`src/rtl/lib_arbiter_pkg.sv`:
```
// Shared arbiter constants and scheduler types.
// Level-0 group geometry and the group scheduler state encoding.
package lib_arbiter_pkg;

  localparam int CONST0          = 4;
  localparam int Lvl0_GROUP_SIZE = 4;
  localparam int Lvl0_ADD        = 2;
  localparam int GRP_IDX_W       = $clog2(CONST0 * CONST0);

  typedef enum logic [1:0] {
    IDLE,
    GRANT,
    PAUSE
  } sched_state_t;

endpackage

```
`src/rtl/rr_pick.sv`:
```
// Rotating priority encoder: first request strictly after last,
// searching modulo N with wrap-around.
module rr_pick
  import lib_arbiter_pkg::*;
#(
  parameter int N  = CONST0 * CONST0,
  parameter int IW = GRP_IDX_W
) (
  input  logic [N-1:0]  req_i,
  input  logic [IW-1:0] last_i,
  output logic [IW-1:0] idx_o,
  output logic          any_o
);

  // Scan from farthest to nearest so the nearest request wins.
  always_comb begin
    idx_o = '0;
    any_o = |req_i;
    for (int i = N; i >= 1; i--) begin
      if (req_i[(int'(last_i) + i) % N]) begin
        idx_o = IW'((int'(last_i) + i) % N);
      end
    end
  end

endmodule

```
`src/rtl/l0_group_scheduler.sv`:
```
// Round-robin level-0 group scheduler with grant sequencing,
// idle timeout, address merge and a 2-entry FWFT event FIFO.
module l0_group_scheduler
  import lib_arbiter_pkg::*;
#(
  parameter int N_GRP    = CONST0,
  parameter int GRP_SIZE = Lvl0_GROUP_SIZE,
  parameter int ADD_W    = Lvl0_ADD,
  parameter int TIMEOUT  = 64
) (
  input  logic                                clk_i,
  input  logic                                reset_i,
  input  logic [N_GRP-1:0][N_GRP-1:0]         req_i,
  input  logic                                active_i,
  input  logic [ADD_W-1:0]                    x_add_i,
  input  logic [ADD_W-1:0]                    y_add_i,
  input  logic                                grp_release_i,
  output logic [N_GRP-1:0][N_GRP-1:0]         gnt_o,
  output logic                                event_valid_o,
  input  logic                                event_ready_i,
  output logic [ADD_W+$clog2(N_GRP)-1:0]      event_x_o,
  output logic [ADD_W+$clog2(N_GRP)-1:0]      event_y_o,
  output logic                                busy_o,
  output logic                                timeout_o
);

  localparam int NG2 = N_GRP * N_GRP;
  localparam int IW  = $clog2(NG2);
  localparam int RW  = $clog2(N_GRP);
  localparam int AW  = ADD_W + RW;
  localparam int CW  = $clog2(TIMEOUT);

  sched_state_t   state_q, state_d;
  logic [IW-1:0]  last_q, last_d;
  logic [RW-1:0]  row_q, row_d;
  logic [RW-1:0]  col_q, col_d;
  logic [NG2-1:0] sel_q, sel_d;
  logic [NG2-1:0] gnt_q, gnt_d;
  logic [CW-1:0]  cnt_q, cnt_d;
  logic           tmo_q, tmo_d;
  logic [1:0]     fcnt_q, fcnt_d;
  logic [AW-1:0]  ex0_q, ex0_d, ex1_q, ex1_d;
  logic [AW-1:0]  ey0_q, ey0_d, ey1_q, ey1_d;

  logic [NG2-1:0] req_flat;
  logic [IW-1:0]  win_idx;
  logic           any_req;
  logic           push, pop, tmo_hit;
  logic [1:0]     wslot;
  logic [AW-1:0]  new_x, new_y;

  assign req_flat = req_i;

  rr_pick #(
    .N  (NG2),
    .IW (IW)
  ) u_pick (
    .req_i  (req_flat),
    .last_i (last_q),
    .idx_o  (win_idx),
    .any_o  (any_req)
  );

  assign push    = (state_q == GRANT) && active_i;
  assign pop     = (fcnt_q != 2'd0) && event_ready_i;
  assign tmo_hit = !active_i && (cnt_q == CW'(TIMEOUT - 1));
  assign new_x   = AW'(row_q) * AW'(GRP_SIZE) + AW'(x_add_i);
  assign new_y   = AW'(col_q) * AW'(GRP_SIZE) + AW'(y_add_i);

  // FIFO: head in slot 0, pop shifts, push lands after survivors.
  always_comb begin
    ex0_d  = ex0_q;
    ex1_d  = ex1_q;
    ey0_d  = ey0_q;
    ey1_d  = ey1_q;
    fcnt_d = fcnt_q + {1'b0, push} - {1'b0, pop};
    wslot  = fcnt_q - {1'b0, pop};
    if (pop) begin
      ex0_d = ex1_q;
      ey0_d = ey1_q;
    end
    if (push) begin
      if (wslot == 2'd0) begin
        ex0_d = new_x;
        ey0_d = new_y;
      end else begin
        ex1_d = new_x;
        ey1_d = new_y;
      end
    end
  end

  // Grant sequencing: pick, hold until release/timeout, pause when full.
  always_comb begin
    state_d = state_q;
    last_d  = last_q;
    row_d   = row_q;
    col_d   = col_q;
    sel_d   = sel_q;
    gnt_d   = gnt_q;
    cnt_d   = cnt_q;
    tmo_d   = 1'b0;
    unique case (state_q)
      IDLE: begin
        gnt_d = '0;
        if (any_req && fcnt_d != 2'd2) begin
          state_d = GRANT;
          last_d  = win_idx;
          row_d   = RW'(int'(win_idx) / N_GRP);
          col_d   = RW'(int'(win_idx) % N_GRP);
          sel_d   = NG2'(1) << win_idx;
          gnt_d   = NG2'(1) << win_idx;
          cnt_d   = '0;
        end
      end
      GRANT: begin
        cnt_d = active_i ? '0 : cnt_q + CW'(1);
        if (grp_release_i || tmo_hit) begin
          state_d = IDLE;
          gnt_d   = '0;
          tmo_d   = tmo_hit && !grp_release_i;
        end else if (fcnt_d == 2'd2) begin
          state_d = PAUSE;
          gnt_d   = '0;
        end
      end
      PAUSE: begin
        gnt_d = '0;
        if (fcnt_d != 2'd2) begin
          state_d = GRANT;
          gnt_d   = sel_q;
        end
      end
      default: begin
        state_d = IDLE;
        gnt_d   = '0;
      end
    endcase
  end

  // State, pointer and FIFO registers.
  always_ff @(posedge clk_i) begin
    if (reset_i) begin
      state_q <= IDLE;
      last_q  <= IW'(NG2 - 1);
      row_q   <= '0;
      col_q   <= '0;
      sel_q   <= '0;
      gnt_q   <= '0;
      cnt_q   <= '0;
      tmo_q   <= 1'b0;
      fcnt_q  <= '0;
      ex0_q   <= '0;
      ex1_q   <= '0;
      ey0_q   <= '0;
      ey1_q   <= '0;
    end else begin
      state_q <= state_d;
      last_q  <= last_d;
      row_q   <= row_d;
      col_q   <= col_d;
      sel_q   <= sel_d;
      gnt_q   <= gnt_d;
      cnt_q   <= cnt_d;
      tmo_q   <= tmo_d;
      fcnt_q  <= fcnt_d;
      ex0_q   <= ex0_d;
      ex1_q   <= ex1_d;
      ey0_q   <= ey0_d;
      ey1_q   <= ey1_d;
    end
  end

  assign gnt_o         = gnt_q;
  assign event_valid_o = (fcnt_q != 2'd0);
  assign event_x_o     = ex0_q;
  assign event_y_o     = ey0_q;
  assign busy_o        = (state_q != IDLE);
  assign timeout_o     = tmo_q;

endmodule

```
`config.mk`:
```
export PLATFORM = sky130hd
export DESIGN_NAME = l0_group_scheduler
export DESIGN_NICKNAME = d
export VERILOG_FILES = /design/src/rtl/lib_arbiter_pkg.sv /design/src/rtl/rr_pick.sv /design/src/rtl/l0_group_scheduler.sv
export SDC_FILE = /design/constraint.sdc
export NUM_CORES = 1
export LEC_CHECK = 0
export BUFFER_PORTS_ARGS = -buffer_cell sky130_fd_sc_hd__buf_2
export CAP_MARGIN = 15
export CORE_ASPECT_RATIO = 0.7
export CORE_MARGIN = 2
export CORE_UTILIZATION = 65
export DETAILED_ROUTE_END_ITERATION = 6
export PLACE_DENSITY_LB_ADDON = 0.12
export SYNTH_ARGS = -nofsm -noshare
export SYNTH_HDL_FRONTEND = slang
export SYNTH_SLANG_ARGS = --single-unit
```
`constraint.sdc`:
```
create_clock -name clk_i -period 6.8 [get_ports clk_i]
set_clock_uncertainty 0.15 [all_clocks]
set_input_delay 1.02 -clock clk_i [delete_from_list [all_inputs] [get_ports clk_i]]
set_output_delay 1.02 -clock clk_i [all_outputs]
set_load 0.01 [all_outputs]
```
## Word-level counts from Yosys, hierarchy flattened

Cells that the tools add are included.

| storage, ports and cells | value |
|---|---|
| memories kept | 0 |
| output and inout port bits | 27 |
| flip-flop bits (word level) | 67 |
| bits in read-only memories | 0 |
| memory bits (writable) | 0 |
| latch bits | 0 |

| cells by class | value |
|---|---|
| multipliers | 0 |
| $add $sub $neg | 22 |
| reductions and logical operators | 35 |
| bitwise logic cells | 19 |
| eq/ne operators | 8 |
| $lt $le $gt $ge | 16 |
| divide/modulo/power cells | 0 |
| shifts and indexed selects | 1 |
| mux-type cells | 83 |

Operator list:

| cell | number |
|---|---|
| < comparator 5 x 6 -> 1 bit, second input constant | 16 |
| 2-to-1 mux 4 bit | 22 |
| binary-select mux 1 bit (select 4 bit) | 16 |
| 2-to-1 mux 16 bit | 4 |
| OR reduction 4 bit | 16 |
| case mux 16 bit (3 select lines) | 1 |
| adder 4 bit, second input constant | 8 |
| 2-to-1 mux 1 bit | 32 |
| adder 4 x 3 -> 4 bit, second input constant | 4 |
| AND 1 bit, first input constant | 16 |
| OR reduction 16 bit | 1 |
| left shift 1 x 4 -> 16 bit, first input constant | 1 |
| 2-to-1 mux 6 bit | 2 |
| case mux 6 bit (2 select lines) | 1 |
| adder 4 x 1 -> 4 bit, second input constant | 2 |
| adder 4 x 2 -> 4 bit | 2 |
| adder 4 x 2 -> 4 bit, second input constant | 2 |
| 2-to-1 mux 2 bit | 4 |
| adder 6 x 1 -> 6 bit, second input constant | 1 |
| == test 6 bit, second input constant | 1 |
| != test 2 bit, second input constant | 3 |
| case mux 2 bit (3 select lines) | 1 |
| AND reduction 2 bit | 3 |
| nonzero test 2 bit | 3 |
| other kinds (12) | 22 |

## Logic depth before layout (Yosys ltp)

Gate-level depths: netlist of run 1.

| depth | value |
|---|---|
| depth after elaboration | 25 |
| mapped depth | 17 |
| depth with buffers taken out | 14 |

## By module

Synthesis of run 1 repeated with hierarchy kept, for this count alone.

| unflattened totals | value |
|---|---|
| cell total of the unflattened synthesis | 558 |
| area, all modules | 5114.9 um^2 |

Modules (own cells, without submodules):

| module | instances | area an instance (um^2) | cells an instance | seq. area each (um^2) |
|---|---|---|---|---|
| l0_group_scheduler | 1 | 3135.5 | 323 | 1341.3 |
| rr_pick | 1 | 1979.4 | 235 | 0.0 |

## Least setup slack after synthesis of run 1

Ideal clock, no wire load.

| path | value |
|---|---|
| path type | register to register |
| from | reg last_q[1] |
| to | reg gnt_q[4], in the netlist gnt_o[4] |
| cell stages (with the launch flop) | 15 |
| buffers on the path | 4 |
| required time | 6.516 ns |
| data arrival time | 4.249 ns |
| path slack | 2.267 ns |
| cell sequence | dfxtp_1 -> buf_2 -> buf_2 -> clkbuf_1 -> inv_1 -> ha_1 -> buf_4 -> mux4_2 -> mux4_2 -> or3_1 -> a31oi_1 -> a211oi_2 -> a221oi_4 -> nand2b_2 -> o22ai_1 |

| on the way | value |
|---|---|
| longest elaborated chain between the ends | 23 |

Ends and longest elaborated chain:

| item | RTL line | text |
|---|---|---|
| from (decl) | l0_group_scheduler.sv:34 | `logic [IW-1:0] last_q, last_d;` |
| from (signal assigned) | l0_group_scheduler.sv:145 | `last_q <= IW'(NG2 - 1);` |
| from (signal assigned) | l0_group_scheduler.sv:159 | `last_q <= last_d;` |
| adder 4 x 1 -> 4 bit | rr_pick.sv:20, rr_pick.sv:21 |  |
| binary-select mux 1 bit (select 4 bit) | rr_pick.sv:20 | `if (req_i[(int'(last_i) + i) % N]) begin` |
| 2-to-1 mux 1 bit (not written as such) (2 in series) | rr_pick.sv:20 |  |
| 2-to-1 mux 4 bit (15 in series) | rr_pick.sv:20 |  |
| 2-to-1 mux 4 bit (*) | rr_pick.sv:20 |  |
| left shift 1 x 4 -> 16 bit (*) | l0_group_scheduler.sv:112 | `gnt_d = NG2'(1) << win_idx;` |
| 2-to-1 mux 16 bit (*) | l0_group_scheduler.sv:106 | `if (any_req && fcnt_d != 2'd2) begin` |
| case mux 16 bit (3 select lines) (*) | l0_group_scheduler.sv:103 | `unique case (state_q)` |
| to (signal assigned) | l0_group_scheduler.sv:163 | `gnt_q <= gnt_d;` |
| to (decl) | l0_group_scheduler.sv:38 | `logic [NG2-1:0] gnt_q, gnt_d;` |

Mark *: on every way between the ends. The rest lies on a longest branch, timed or not. The select of a mux whose other input is x is not followed.
A chain may end at the register's enable or synchronous reset.

## Worst setup path in the final report of run 1

| path | value |
|---|---|
| from | reg last_q[0] |
| to | reg gnt_q[1], in the netlist gnt_o[1] |

The elaborated chain is that of the path after synthesis.

==> results of run 1 <==
==> routing by layer <==
layer / GRT usage (%) / up-vias / wire length, µm / share of wire, %
met4: 5.70 / 0 / 142 / 0.97
met3: 14.0 / 19 / 2090 / 14
met1: 54.4 / 2334 / 6350 / 43
met5: 2.60 / - / 0 / 0
met2: 49.6 / 341 / 6130 / 42
li1: - / 2223 / - / -
==> layout by cell type, fill, tap and decap left out, types with 6 or more instances in the layout <==
master	count
mux4_2	33
o21ai_0	11
dfxtp_1	67
o22ai_1	21
o31ai_1	6
ha_1	10
xnor2_1	13
nor2_1	57
buf_2	51
inv_1	11
nand2b_1	6
o21ai_1	20
nand2_1	51
a211oi_1	13
nand3_1	18
clkbuf_8	11
nor3_1	7
a22oi_1	21
buf_4	6
a21oi_1	24
mux2i_1	50
mux2_2	10
==> synthesized netlist by cell type, types with 4 or more instances <==
cell / number
dfxtp_1: 67
nor2_1: 57
nand2_1: 51
mux2i_1: 50
mux4_2: 33
a21oi_1: 24
a22oi_1: 21
o22ai_1: 21
clkbuf_1: 20
o21ai_1: 20
nand3_1: 18
a211oi_1: 13
xnor2_1: 13
inv_1: 11
o21ai_0: 11
ha_1: 10
mux2_2: 10
buf_2: 9
nor3_1: 7
nand2b_1: 6
o31ai_1: 6
mux2_1: 5
nor4_1: 5
xor2_1: 5
and3_1: 4
nor2b_1: 4
o21bai_1: 4
==> tightest hold or removal path, stage by stage, from the launching register on <==
cell and delay (ps):
dfxtp_1 310, nand2_1 50, o21ai_1 50
==> through the flow <==
stage | hold slack, ps | setup slack (ps) | cells | area [µm²]
after CTS | 303 | 1830 | 703 | 5530
after detailed placement | 293 | 1850 | 687 | 5350
final | 302 | 1670 | 703 | 5530
after global placement | 287 | 2060 | 687 | 5350
after floorplan | 279 | 2270 | 563 | 5060
after global routing | 320 | 1440 | 703 | 5530
==> worst max path at each step <==
stage | from | end | slack, ps | depth (start not counted)
2_1_floorplan | last_q[1] | gnt_o[4] | 2270 | 14
3_3_place_gp | last_q[0] | gnt_o[1] | 2060 | 13
3_5_place_dp | last_q[0] | gnt_o[0] | 1850 | 13
4_1_cts | last_q[0] | gnt_o[5] | 1830 | 13
5_1_grt | last_q[0] | gnt_o[2] | 1440 | 12
6_report | last_q[0] | gnt_o[1] | 1670 | 13
==> layout make-up <==
type | count | area (µm²) | share of cell area (%)
sequential | 67 | 1340 | 24.3
inverter | 14 | 52.6 | 0.951
tap | 98 | 123 | 2.22
clock buffer | 14 | 163 | 2.94
clock inverter | 2 | 10.0 | 0.181
timing repair buffer | 57 | 300 | 5.43
multi-input combinational | 451 | 3540 | 64.0
==> state kept, by name, summed over array words and instances (netlist names), 4 cells and up <==
register and count:
cnt_q 6, event_x_o 4, event_y_o 4, ex1_q 4, ey1_q 4, gnt_o 16, last_q 4, sel_q 16
==> logic make-up after synthesis <==
kind of cell / Yosys count
simple gates: 171
mux: 99
flops: 67
buf+inv: 45
compound gates: 153
xor+xnor: 18
fa+ha+maj: 10
==> Flow_metrics.wiki, run 1 <==
{| class="wikitable"
! Metric !! Value
|-
| Startpoint of the worst-slack reg-to-reg timing path || last_q[0]
|-
| Path category of the worst min-delay check || reg2reg
|-
| Cts repair resizes || 0
|-
| Crit path required time || just under 7000 ps
|-
| Synth top area cells || dfxtp_1 26%, mux4_2 15%, mux2i_1 9.9%
|-
| Area fraction in compound gates after synthesis || around a fifth
|-
| TritonCTS clock tree || done
|-
| Startpoint-to-endpoint class of the critical path || reg2reg
|-
| Endpoint of the worst-slack reg-to-reg timing path || gnt_o[1]
|-
| Final cycle utilization of the critical path || between 70% and 80%
|-
| Antenna violations before repair || 0
|-
| Fraction of the yosys area taken by sequential cells || a little over a quarter
|-
| CTS H-tree lvls || 3
|-
| Crit-path max FO || 31
|-
| Dominant combinational cell family by area after synthesis || multiplexers
|-
| Final number of setup-violating endpoints || 0
|-
| Filler cell count || ~540
|-
| Routed Wire Length || ~15000 µm
|-
| Sequence of cells on the critical path || buf_4 > inv_2 > ha_1 > buf_4 > mux2_1 > mux4_2 > mux2i_2 > nor2_1 > o31ai_1 > a21oi_1 > o31ai_1 > or2b_2 > o22ai_1
|-
| Worst-skew pair later-pin latency || 340 ps
|-
| CP startpoint kind || register
|-
| Setup TNS Final || 0 ps
|-
| Via count of the first global-routing pass || between 4000 and 5000
|-
| Length in cells of the worst reg-to-reg path || 13
|-
| Fraction of synthesized area in multiplexers || about 28%
|-
| Worst Hold Path Cells || 2
|-
| Share of synthesized registers carrying an async set or reset || 0%
|-
| Max Cap Violations || 0
|-
| Number of synthesized register bits || between 60 and 70
|-
| Main synth FF type || dfxtp_1
|-
| Outcome || finished clean
|-
| Syn-to-layout area delta || 9.09%
|-
| Area enclosed by the die boundary || approximately 0.0085 mm²
|-
| Crit path largest cell delay || roughly 800 ps
|-
| Pin count of the biggest net entering global routing || 55
|-
| Critical hold path startpoint || sel_q[8]
|-
| Number of vias per cell || approximately 7
|-
| Total vias in the final route || between 4000 and 5000
|-
| Number of nets in the finished design || roughly 640
|-
| Quantity of hold-fixing buffers added after cts || 0
|-
| Total DRC errors in the routed layout || 0
|-
| First-pass GRT wire length || roughly 24000 µm
|-
| First DRT Iteration DRCs || 609
|-
| Synth Area in XOR/XNOR || roughly 3.1%
|-
| Overflow left after global routing || 0
|-
| Number of nets still failing antenna checks after routing || 0
|-
| Adder-cell share of the synthesized area || between 2 and 2.5%
|-
| Clock slew at reported path FFs || ~70 ps
|-
| Combined area of all synthesized cells || 0.00506 mm²
|-
| Area of the placeable core || between 0.007 and 0.008 mm²
|-
| Number of top-level pins || 52
|-
| Routability cong. || 1.03
|-
| Total count of max-transition violations in the final report || 0
|-
| Chip Height || 77.9 µm
|-
| Highest attainable clock frequency || ~0.2 GHz
|-
| Number of inserted diodes || 0
|-
| Unrepaired setup endpoints after global routing || no
|-
| Final hold violation count || 0
|-
| Share of layout cells above drive strength 1 || 21.2%
|-
| Buffers added on ports || 51
|-
| Gate Count Post-Synth || around 560
|-
| Arrival time of the worst setup path || 5230 ps
|-
| Critical path endpoint category || register
|-
| Buffering stage count on the worst path with inverters included || 3
|-
| Clock tree sinks || 67
|-
| TritonCTS buffer count || 9
|-
| CTS Root Cell || clkbuf_8
|-
| Worst hold path endpoint || sel_q[8]
|-
| Synth Area per Inst || 9.00 µm²
|-
| Cell type group with the largest total delay on the critical path || multiplexers
|-
| Total routing usage reported by global routing || 36.1%
|-
| Number of enable flip-flop cells after synthesis || 0
|-
| Avg WL per Cell || 20.9 µm
|-
| Die Wd || approximately 110 µm
|-
| Worst max-slew margin expressed relative to the limit || between 20% and 30%
|-
| Slowest-stage cell, CP || ha_1
|-
| Top cell type's share of synthesized area || between 20% and 30%
|-
| Clock period minus worst slack || just over 5000 ps
|-
| Yosys Warn Count || 0
|-
| Initial core utilization || between 60% and 70%
|-
| Worst-case clock buffer depth || 2
|-
| Count of different cell masters after synthesis || 63
|-
| Setup slack of the worst register-to-register path || ~1700 ps
|-
| Standard-cell row count || 26
|-
| Post-Syn Nets || 598
|-
| Top cell type by total area after synthesis || dfxtp_1
|-
| Simple logic cell fraction of the synthesized area || between 15 and 20%
|-
| Setup repair bufs after CTS || 0
|-
| DRT Pass-1 Iters || 6
|-
| Post-layout utilization of the core || 74.5%
|-
| Estimated wirelength of the detail-placed design || 10700 µm
|-
| Worst-Margin Slew || ~1200 ps
|}
Power of run 1 is not shown: default switching activity piles up to over one toggle a cycle in this logic, so the estimate is an artifact.
==> run 2: changes to the inputs <==
Settings changed: ABC_AREA from default to 1, CORE_UTILIZATION 65 to 53.
Clock period 6.8 ns to 4.6 ns, I/O delays scaled along.
==> run 2 against run 1 <==
  * Sequential cell count unchanged
  * Critical path type unchanged
  * Critical endpoint is now gnt_o[5]
  * Count of clock-buffer cells in the layout down 3
  * Via count rose by 3.4%
==> Flow_metrics.wiki, run 2 <==
{| class="wikitable"
! Metric !! Value
|-
| Setup repair bufs after CTS || 0
|-
| Slowest-stage cell, CP || inv_1
|-
| Outcome || finished clean
|-
| Highest attainable clock frequency || ~0.25 GHz
|-
| Crit-path max FO || 15
|-
| Clock period minus worst slack || around 4000 ps
|-
| Worst max-slew margin expressed relative to the limit || ~27%
|-
| Crit path required time || 4730 ps
|-
| CTS H-tree lvls || 3
|-
| Critical Path Most Common Cell || nand2_1
|-
| Pin count of the biggest net entering global routing || 39
|-
| Startpoint-to-endpoint class of the critical path || reg2reg
|-
| Clock slew at reported path FFs || 50 ps
|-
| Max Cap Violations || 0
|-
| Share of synthesized registers carrying an async set or reset || 0%
|-
| Overflow left after global routing || 0
|-
| Share of layout cells above drive strength 1 || between 10% and 20%
|-
| Top cell type by total area after synthesis || dfxtp_1
|-
| Number of enable flip-flop cells after synthesis || 0
|-
| Standard-cell row count || 27
|-
| Most repeated cell in the gate-level netlist after synthesis || nand2_1
|-
| Area occupied by registers || around 0.0013 mm²
|-
| CP startpoint kind || register
|-
| Arrival time of the worst setup path || between 4000 and 5000 ps
|-
| Estimated wirelength of the detail-placed design || between 10000 and 15000 µm
|-
| Antenna violations before repair || 0
|-
| Area enclosed by the die boundary || around 0.0092 mm²
|-
| Total count of max-transition violations in the final report || 0
|-
| Final cycle utilization of the critical path || between 80 and 90%
|-
| Die Wd || approximately 110 µm
|-
| Filler cell count || 757
|-
| Path category of the worst min-delay check || reg2reg
|-
| Commonest cells after routing, fill and taps aside || 276 x nand2_1, 82 x nand3_1, 77 x inv_1, 67 x dfxtp_1, 59 x a21oi_1
|-
| Buffers added on ports || ~50
|-
| Critical path endpoint category || register
|-
| Via count of the first global-routing pass || about 4500
|-
| Number of vias per cell || ~5.7
|-
| CTS Root Cell || clkbuf_16
|-
| Crit path largest cell delay || roughly 340 ps
|-
| Routability cong. || approximately 1.0
|-
| Total DRC errors in the routed layout || 0
|-
| Count of different cell masters after synthesis || 34
|-
| Synth cell count leaders || 276 x nand2_1, 82 x nand3_1, 77 x inv_1
|-
| First-pass GRT wire length || 21600 µm
|-
| Routed Wire Length || around 13000 µm
|-
| Worst-case clock buffer depth || 2
|-
| TritonCTS buffer count || 9
|-
| TritonCTS clock tree || done
|-
| Worst-skew pair later-pin latency || 330 ps
|-
| Area of the placeable core || ~0.008 mm²
|-
| Total routing usage reported by global routing || a little under a third
|-
| Setup TNS Final || 0 ps
|-
| Number of nets still failing antenna checks after routing || 0
|-
| Chip Height || ~81 µm
|-
| Clock tree sinks || 67
|-
| Main synth FF type || dfxtp_1
|-
| Post-Syn Nets || 773
|-
| Area of the multi-input gates || ~0.0027 mm²
|-
| Syn-to-layout area delta || 14.1%
|-
| Cts repair resizes || 0
|-
| Total vias in the final route || 5085
|-
| Quantity of hold-fixing buffers added after cts || 0
|-
| Number of inserted diodes || 0
|-
| Most common cell after layout, fill and taps aside || nand2_1
|-
| Initial core utilization || 55.7%
|-
| Avg WL per Cell || 15.0 µm
|-
| Gate Count Post-Synth || about 740
|-
| DRT Pass-1 Iters || 5
|-
| Synth Area per Inst || ~6.0 µm²
|-
| Combined area of all synthesized cells || ~0.0045 mm²
|-
| Top cell type's share of synthesized area || a little under a third
|-
| Yosys Warn Count || 0
|-
| Number of top-level pins || 52
|-
| Synth top area cells || dfxtp_1 30%, nand2_1 23%, nand3_1 9.2%
|-
| First DRT Iteration DRCs || between 600 and 700
|-
| Number of nets in the finished design || about 820
|-
| Final number of setup-violating endpoints || 0
|-
| Worst-Margin Slew || approximately 1100 ps
|-
| Final hold violation count || 0
|-
| Fraction of the yosys area taken by sequential cells || between 30% and 40%
|-
| Unrepaired setup endpoints after global routing || no
|-
| Number of synthesized register bits || 67
|}
run 2: cell types whose count changed in the layout (fill, tap and decap cells not counted), sizes merged, moves of 11 or more:
cell / change
mux2i: -51
nand4: +11
o22ai: -21
inv: +73
mux4: -33
a211oi: -14
nand3: +68
xnor2: -12
nor2: -12
nand2: +232
mux2: -15
a22oi: -21
a21oi: +37
run 2: logic make-up after synthesis:
family | Yosys count | synth area share, %
xor+xnor | 7 | 1.79
compound gates | 105 | 13.1
simple gates | 440 | 42.4
flops | 67 | 30.1
fa+ha+maj | 10 | 2.80
buf+inv | 109 | 9.90
run 2: worst paths after layout:
path                            startpoint   endpoint  slack, ps  depth (start not counted)
worst max-delay path             last_q[1]   gnt_o[5]        610                         30
worst max register to register   last_q[1]   gnt_o[5]        610                         30
worst min-delay path             sel_q[14]  sel_q[14]        310                          2
worst min register to register   sel_q[14]  sel_q[14]        310                          2
run 2: critical path, delay by kind of cell (launching register included):
kind / cells / cell delay [ps]
buffers and inverters: 6 / 1130
AND/OR/NAND/NOR: 22 / 1940
adder cells (fa/ha/maj): 1 / 320
AO/OA/AOI/OAI: 1 / 100
flip-flops: 1 / 290
run 2: metal layers:
| metal | track usage [%] | vias to the layer above | part of all wire, % |
|---|---|---|---|
| met5 | 0 | - | 0 |
| met2 | 44.0 | 255 | 41 |
| met4 | 6.71 | 0 | 0.73 |
| li1 | - | 2486 | - |
| met3 | 7.09 | 14 | 10 |
| met1 | 45.0 | 2330 | 48 |
run 2: cell type report:
| type | count | share of cell area, % |
|---|---|---|
| Multi-Input combinational cell | 562 | 52.6 |
| Clock inverter | 5 | 1.03 |
| Clock buffer | 11 | 4.77 |
| Tap cell | 101 | 2.48 |
| Sequential cell | 67 | 26.3 |
| Inverter | 87 | 6.41 |
| Timing Repair Buffer | 60 | 6.34 |
run 2: through the flow:
| stage | instance area [µm²] | util (%) | hold WS, ps | instances | worst slack, ps |
|---|---|---|---|---|---|
| floorplan | 4460 | - | 295 | 738 | 1260 |
| global placement | 4800 | 59.9 | 302 | 877 | 688 |
| detailed placement | 4800 | 59.9 | 306 | 877 | 695 |
| CTS | 5090 | 63.6 | 313 | 893 | 694 |
| global route | 5090 | 63.6 | 335 | 893 | 257 |
| finish | 5090 | 63.6 | 314 | 893 | 609 |
Power of run 2 is left out for the same reason.
